==> src/rtl/conv_same_reader.sv <==
// Reader for the "same"-length convolution result: copies the central
// size_same_i samples of the full result memory, compacted to address 0.
module conv_same_reader #(
  parameter int DATA_W  = 16,
  parameter int FULL_AW = 6,
  parameter int SAME_AW = 5
) (
  input  logic               clk,
  input  logic               rstn,
  input  logic               start_i,
  input  logic [4:0]         size_same_i,
  input  logic [4:0]         sizey_i,
  output logic               rd_en_o,
  output logic [FULL_AW-1:0] rd_addr_o,
  input  logic [DATA_W-1:0]  rd_data_i,
  output logic               wr_en_o,
  output logic [SAME_AW-1:0] wr_addr_o,
  output logic [DATA_W-1:0]  wr_data_o,
  output logic               busy_o,
  output logic               done_o
);

  typedef enum logic [1:0] {
    S_IDLE,
    S_READ,
    S_DRAIN,
    S_DONE
  } state_t;

  state_t state_q, state_d;

  logic [4:0]         n_q;
  logic [4:0]         off_q;
  logic [4:0]         cnt_q;
  logic               rd_vld_q;
  logic [4:0]         idx_q;
  logic               wr_en_q;
  logic [SAME_AW-1:0] wr_addr_q;
  logic [DATA_W-1:0]  wr_data_q;

  logic               rd_en;
  logic               last_rd;

  assign last_rd = (cnt_q == n_q - 5'd1);

  // NOTE: sequential state uses non-blocking (<=) so every register samples
  // pre-edge values; blocking here would create order-dependent races.
  always_ff @(posedge clk) begin
    if (!rstn) state_q <= S_IDLE;
    else       state_q <= state_d;
  end

  // NOTE: every signal written here gets a default first, so no path leaves
  // a value unassigned and no latch is inferred.
  always_comb begin
    state_d = state_q;
    rd_en   = 1'b0;
    busy_o  = 1'b0;
    done_o  = 1'b0;
    unique case (state_q)
      S_IDLE: begin
        if (start_i) state_d = (size_same_i != 5'd0) ? S_READ : S_DONE;
      end
      S_READ: begin
        rd_en  = 1'b1;
        busy_o = 1'b1;
        if (last_rd) state_d = S_DRAIN;
      end
      S_DRAIN: begin
        busy_o = 1'b1;
        // Once the data stage is empty the final write is on the outputs.
        if (!rd_vld_q) state_d = S_DONE;
      end
      S_DONE: begin
        done_o  = 1'b1;
        state_d = S_IDLE;
      end
      default: state_d = S_IDLE;
    endcase
  end

  // NOTE: the write-data registers are plain flops, not a memory, so they are
  // reset too: every output must read 0 right after reset.
  always_ff @(posedge clk) begin
    if (!rstn) begin
      n_q       <= '0;
      off_q     <= '0;
      cnt_q     <= '0;
      rd_vld_q  <= 1'b0;
      idx_q     <= '0;
      wr_en_q   <= 1'b0;
      wr_addr_q <= '0;
      wr_data_q <= '0;
    end else begin
      if (state_q == S_IDLE && start_i) begin
        n_q   <= size_same_i;
        off_q <= (sizey_i == 5'd0) ? 5'd0 : ((sizey_i - 5'd1) >> 1);
        cnt_q <= '0;
      end else if (state_q == S_READ) begin
        cnt_q <= cnt_q + 5'd1;
      end
      // Stage 1 lines up with rd_data_i; stage 2 registers the write.
      rd_vld_q <= rd_en;
      idx_q    <= cnt_q;
      wr_en_q  <= rd_vld_q;
      if (rd_vld_q) begin
        wr_addr_q <= SAME_AW'(idx_q);
        wr_data_q <= rd_data_i;
      end
    end
  end

  assign rd_en_o   = rd_en;
  assign rd_addr_o = rd_en ? (FULL_AW'(off_q) + FULL_AW'(cnt_q)) : '0;
  assign wr_en_o   = wr_en_q;
  assign wr_addr_o = wr_addr_q;
  assign wr_data_o = wr_data_q;

endmodule

==> config.mk <==
export PLATFORM = sky130hd
export DESIGN_NAME = conv_same_reader
export DESIGN_NICKNAME = d
export VERILOG_FILES = /design/src/rtl/conv_same_reader.sv
export SDC_FILE = /design/constraint.sdc
export NUM_CORES = 1
export LEC_CHECK = 0
export BUFFER_PORTS_ARGS = -buffer_cell sky130_fd_sc_hd__buf_2
export CORE_UTILIZATION = 55
export DETAILED_ROUTE_END_ITERATION = 6
export PLACE_DENSITY = 0.83
export SLEW_MARGIN = 15
export SYNTH_ARGS = -nofsm -noshare
export SYNTH_HDL_FRONTEND = slang
export SYNTH_SLANG_ARGS = --single-unit
export TNS_END_PERCENT = 50
==> constraint.sdc <==
create_clock -name clk -period 3.03 [get_ports clk]
set_input_delay 0.1515 -clock clk [delete_from_list [all_inputs] [get_ports clk]]
set_output_delay 0.1515 -clock clk [all_outputs]
set_load 0.02 [all_outputs]
# Yosys cells after proc, flatten, opt, wreduce, memory -nomap -nowiden
# Index checks and enable logic that the tools add are counted.
totals:
  latch_bits: 0
  out_inout_bits: 31
  regBits: 45
  mem_bits_rw: 0
  n_memories: 0
  mem_bits_ro: 0
op_classes:
  n_mux: 10
  div: 0
  n_addsub: 4
  multipliers: 0
  shifts: 0
  n_lt_le_gt_ge: 0
  n_reduce_logical: 7
  n_bitwise: 1
  n_eq_ne: 7
op_table:
  columns: ["op", "count"]
  rows:
  - ["5-bit by 1-bit subtractor with 5-bit output, second input constant", 2]
  - ["2-bit 2-to-1 mux", 4]
  - ["2-bit one-hot mux with 4 select lines", 1]
  - ["5-bit by 5-bit adder with 6-bit output", 1]
  - ["6-bit 2-to-1 mux", 1]
  - ["2-bit != test, second input constant", 3]
  - ["5-bit by 1-bit adder with 5-bit output, second input constant", 1]
  - ["5-bit == test", 1]
  - ["5-bit logical NOT", 1]
  - ["5-bit nonzero test", 1]
  - ["2-bit == test, second input constant", 2]
  - ["4-bit 2-to-1 mux", 1]
  - ["2-bit OR reduction", 2]
  - ["1-bit 2-to-1 mux", 3]
  - ["3-bit AND reduction", 1]
  - ["2-bit by 1-bit == test with 1-bit output, second input constant", 1]
  - ["2-bit logical NOT", 1]
  - ["1-bit logical AND", 1]
  - ["1-bit inverter", 1]

# Logic depth before layout (Yosys ltp)
depth:
  ltp_word: 4
  mapped_depth: 8

# Worst setup path after synthesis
# OpenSTA, ideal clock, no wires.
synth_timing:
  kind: "reg2out"
  startpoint: "reg state_q[1]"
  endpoint: "out rd_addr_o[3]"
  arrival_time_ns: 1.620
  path_stages_with_launch: 5
  path_slack_ns: 1.258
  path_buffers: 1
  path_cell_list: "dfxtp_1 -> inv_1 -> ha_1 -> clkbuf_1 -> nor3b_1"
synth_between:
  elab_chain_cells: 3
synth_rtl:
  columns: ["element", "line_no", "rtl"]
  rows:
  - ["start: declaration", "30", "state_t state_q, state_d;"]
  - ["start signal: assignment", "50", "else state_q <= state_d;"]
  - ["2-bit by 1-bit == test with 1-bit output", "60", "unique case (state_q)"]
  - ["1-bit 2-to-1 mux", "60", null]
  - ["via rd_en_o", "13", "output logic rd_en_o,"]
  - ["6-bit 2-to-1 mux", "114", "assign rd_addr_o = rd_en ? (FULL_AW'(off_q) + FULL_AW'(cnt_q)) : '0;"]
  - ["end: declaration", "14", "output logic [FULL_AW-1:0] rd_addr_o,"]
# The timed path passes the listed nets, and every way through them passes these cells.

# Final worst setup path
layout_timing:
  startpoint: "reg cnt_q[0]"
  endpoint: "out rd_addr_o[4]"
layout_between:
  elab_chain_cells: 2
layout_rtl:
  columns: ["element", "line_no", "rtl"]
  rows:
  - ["start: declaration", "34", "logic [4:0] cnt_q;"]
  - ["start signal: assignment", "100", "cnt_q <= cnt_q + 5'd1;"]
  - ["5-bit by 5-bit adder with 6-bit output", "114", null]
  - ["6-bit 2-to-1 mux", "114", null]
# Every way passes these cells.

==> results by group <==
CTS
  • H-tree depth: 2
  • Hold Buf Count CTS: 0
  • Resized cells post-CTS: 0
  • CTS tree: yes
  • Post-CTS Setup Bufs: 0
  • Clock Tree Buf Depth: 2
  • Clk_lat worst skew: just under 0.3 ns
  • Inserted Clock Buffers: 5
  • Clock-pin slew on the worst setup and hold paths: 0.08 ns
  • CTS Root Cell: clkbuf_8
  • Clock Sinks: 44

Drt
  • First-pass detailed-route iteration total: 4
  • DRC errors left: 0
  • Highest metal used: met4
  • Routed length on met1: roughly 1700 um
  • Starting DRC count in detailed routing: 32
  • Met2 WL: 1694 um
  • Post-route antenna net violation count: 0
  • Vias: ~1.6k
  • DR WL/cell: between 10 and 15 um
  • Final WL: 3579 um
  • Vias/cell: 4.975
  • DR WL met3: 196 um

Final layout
  • Fill count: just under 300
  • Most frequent cells in the layout: buf_2, dfxtp_1, nor2b_1
  • Fin cells: 321
  • Nets: between 300 and 400
  • Fraction of layout instances using a drive strength above 1: around 25%
  • Most common cell after layout, fill and taps aside: buf_2
  • Final instance area: roughly 2500 sq um
  • Antenna cells: 0
  • Area Overhead vs Synth: 20.69%

Yosys
  • Post-synth EDFFs: 0
  • Post-Syn Instances: between 200 and 250
  • Syn_area_per_cell: 9.633 sq um
  • Syn nets: 258
  • Post-synthesis async set-or-reset flop share: 0%
  • Yosys cell types: 31
  • Synth Cell Area: roughly 2100 sq um
  • Yosys warns: 0
  • Seq/Total Area, Yosys: between 40% and 50%
  • Ys flop type: dfxtp_1
  • Post-synthesis register bit count: 44

Critical path
  • Worst path bufs/invs: 3
  • CP top delay family: adder cells
  • Crit path max-delay cell type: dfxtp_1
  • Cell mode on critical path: inv_1
  • Kind of start point of the critical path: flip-flop
  • Crit path capture type: primary output
  • Critical path class: reg -> out
  • WP data arrival: ~2.1 ns
  • Crit-path cells: ha_1 -> inv_1 -> fa_1 -> inv_1 -> a21o_1 -> a21oi_1 -> xnor2_1 -> and2_1 -> buf_2
  • Worst Path Required: about 2.9 ns
  • Critical path's largest stage delay: around 0.46 ns
  • Crit Path Max Fanout: 6

Power
  • Pleak: 1.167 nW
  • Max VDD drop: roughly 0.00038 V
  • Pwr Density: about 640 nW/um^2

GRT
  • Initial antenna violation count: 0
  • Number of global-route vias before repair: ~1.5k
  • First-pass GRT wire length: roughly 6200 um
  • Pin count of the biggest net entering global routing: 43
  • Global Route Usage Sum: 19.28%
  • GRT overflow: 0

Timing
  • Setup violations, final: 0
  • Fin Hold WS: ~0.11 ns
  • Fmax: 450.6 MHz
  • Count of final hold-check violations: 0
  • Min Tclk post-route: between 2 and 2.5 ns
  • Worst-Margin Slew: around 0.56 ns
  • Clock Skews: about 0.0039 ns
  • Unrepaired setup endpoints after global routing: false
  • Final Max Tran Viols: 0
  • Crit share post-route: around three quarters
  • Fin Setup TNS: 0 ns
  • Max-slew headroom: between 60% and 70%
  • Post-route worst setup slack: slightly above 0.8 ns

Place
  • Post-DP Area: around 2400 sq um
  • # port buffers: 59
  • Placed Cells: approximately 310
  • Post-DP HPWL: roughly 2600 um
  • RD Place Congestion: 0.8033
  • Dpl ws: between 1 and 1.5 ns

Die
  • Core ar.: between 3000 and 4000 sq um
  • Die X: 63.51 um
  • DIE HEIGHT: between 60 and 70 um
  • Rows: 21
  • Top Ports: 60
  • Initial Utilization: between 50% and 60%
  • Die ar.: between 4000 and 5000 sq um

Run status
  • Status: completed

Min path
  • Hold Crit Class: in -> reg

Job
  • Max Cap Viol: 0
==> report_power, final <==
| group | switching [mW] | internal [mW] |
|---|---|---|
| registers | 0.0446 | 0.642 |
| logic | 0.285 | 0.212 |
| clock network | 0.187 | 0.245 |
| total | 0.516 | 1.10 |
==> Yosys cell counts (2+ instances only) <==
library cell | number | area (sq um)
o211ai_1 | 2 | 15.01
nand4_1 | 2 | 12.51
a21boi_0 | 6 | 45.04
ha_1 | 12 | 150.1
nand2_1 | 21 | 78.83
nor2_1 | 8 | 30.03
nor2b_1 | 26 | 162.7
and2_1 | 12 | 75.07
xnor2_1 | 6 | 52.55
a21oi_1 | 3 | 15.01
buf_2 | 3 | 15.01
xor2_1 | 7 | 61.31
nand3_1 | 2 | 10.01
dfxtp_1 | 44 | 880.8
a21o_1 | 3 | 22.52
nor3_1 | 3 | 15.01
inv_1 | 11 | 41.29
mux2i_1 | 25 | 250.2
o211a_1 | 2 | 20.02
o21ai_0 | 2 | 10.01
clkbuf_1 | 6 | 22.52
==> per-layer routing <==
layer	vias up	GRT usage, %
met5	-	0
met4	0	4.261
met3	5	5.616
met2	48	34.84
met1	717	22.11
li1	827	-
==> final cells by class <==
| class | count | area (sq um) | share of cell area [%] |
|---|---|---|---|
| Multi-Input combinational cell | 152 | 1121 | 44.64 |
| Sequential cell | 44 | 880.8 | 35.08 |
| Timing Repair Buffer | 60 | 302.8 | 12.06 |
| Clock buffer | 6 | 72.57 | 2.890 |
| Tap cell | 46 | 57.56 | 2.292 |
| Inverter | 11 | 41.29 | 1.644 |
| Clock inverter | 2 | 35.03 | 1.395 |
==> registers in the layout, summed over array words and instances (netlist names) <==
name       flops
state_q        2
wr_addr_o      5
n_q            5
cnt_q          5
idx_q          5
rd_vld_q       1
off_q          4
wr_en_o        1
wr_data_o     16
==> cells by family after synthesis <==
family / after synthesis / share of synthesized area, %
fa+ha+maj: 13 / 8.178
xor+xnor: 13 / 5.472
flops: 44 / 42.33
mux: 25 / 12.03
buf+inv: 20 / 3.788
compound gates: 22 / 7.637
simple gates: 79 / 20.57
==> worst reg2reg max path, delay by kind of cell (launching register included) <==
| family | cells | cell delay, ns |
|---|---|---|
| AO/OA/AOI/OAI | 2 | 0.35 |
| adder cells (fa/ha/maj) | 1 | 0.51 |
| flip-flops | 1 | 0.34 |
| AND/OR/NAND/NOR | 1 | 0.10 |
| buffers and inverters | 1 | 0.10 |
| multiplexers | 1 | 0.18 |
==> worst paths after layout <==
path | from | to | slack [ns] | cells after the start
worst max-delay path | cnt_q[0] | rd_addr_o[4] | 0.81 | 9
worst min-delay path | size_same_i[3] | n_q[3] | 0.11 | 3
worst max register to register | state_q[1] | state_q[0] | 1.37 | 6
worst min register to register | n_q[4] | n_q[4] | 0.48 | 2
==> metrics by stage <==
step	util [%]	total power [mW]
2_1_floorplan	-	1.076
3_3_place_gp	69.30	1.188
3_5_place_dp	69.30	1.201
4_1_cts	72.40	1.632
5_1_grt	72.40	1.717
6_report	72.40	1.615
No activity file was read; power rests on OpenSTA's default activity.
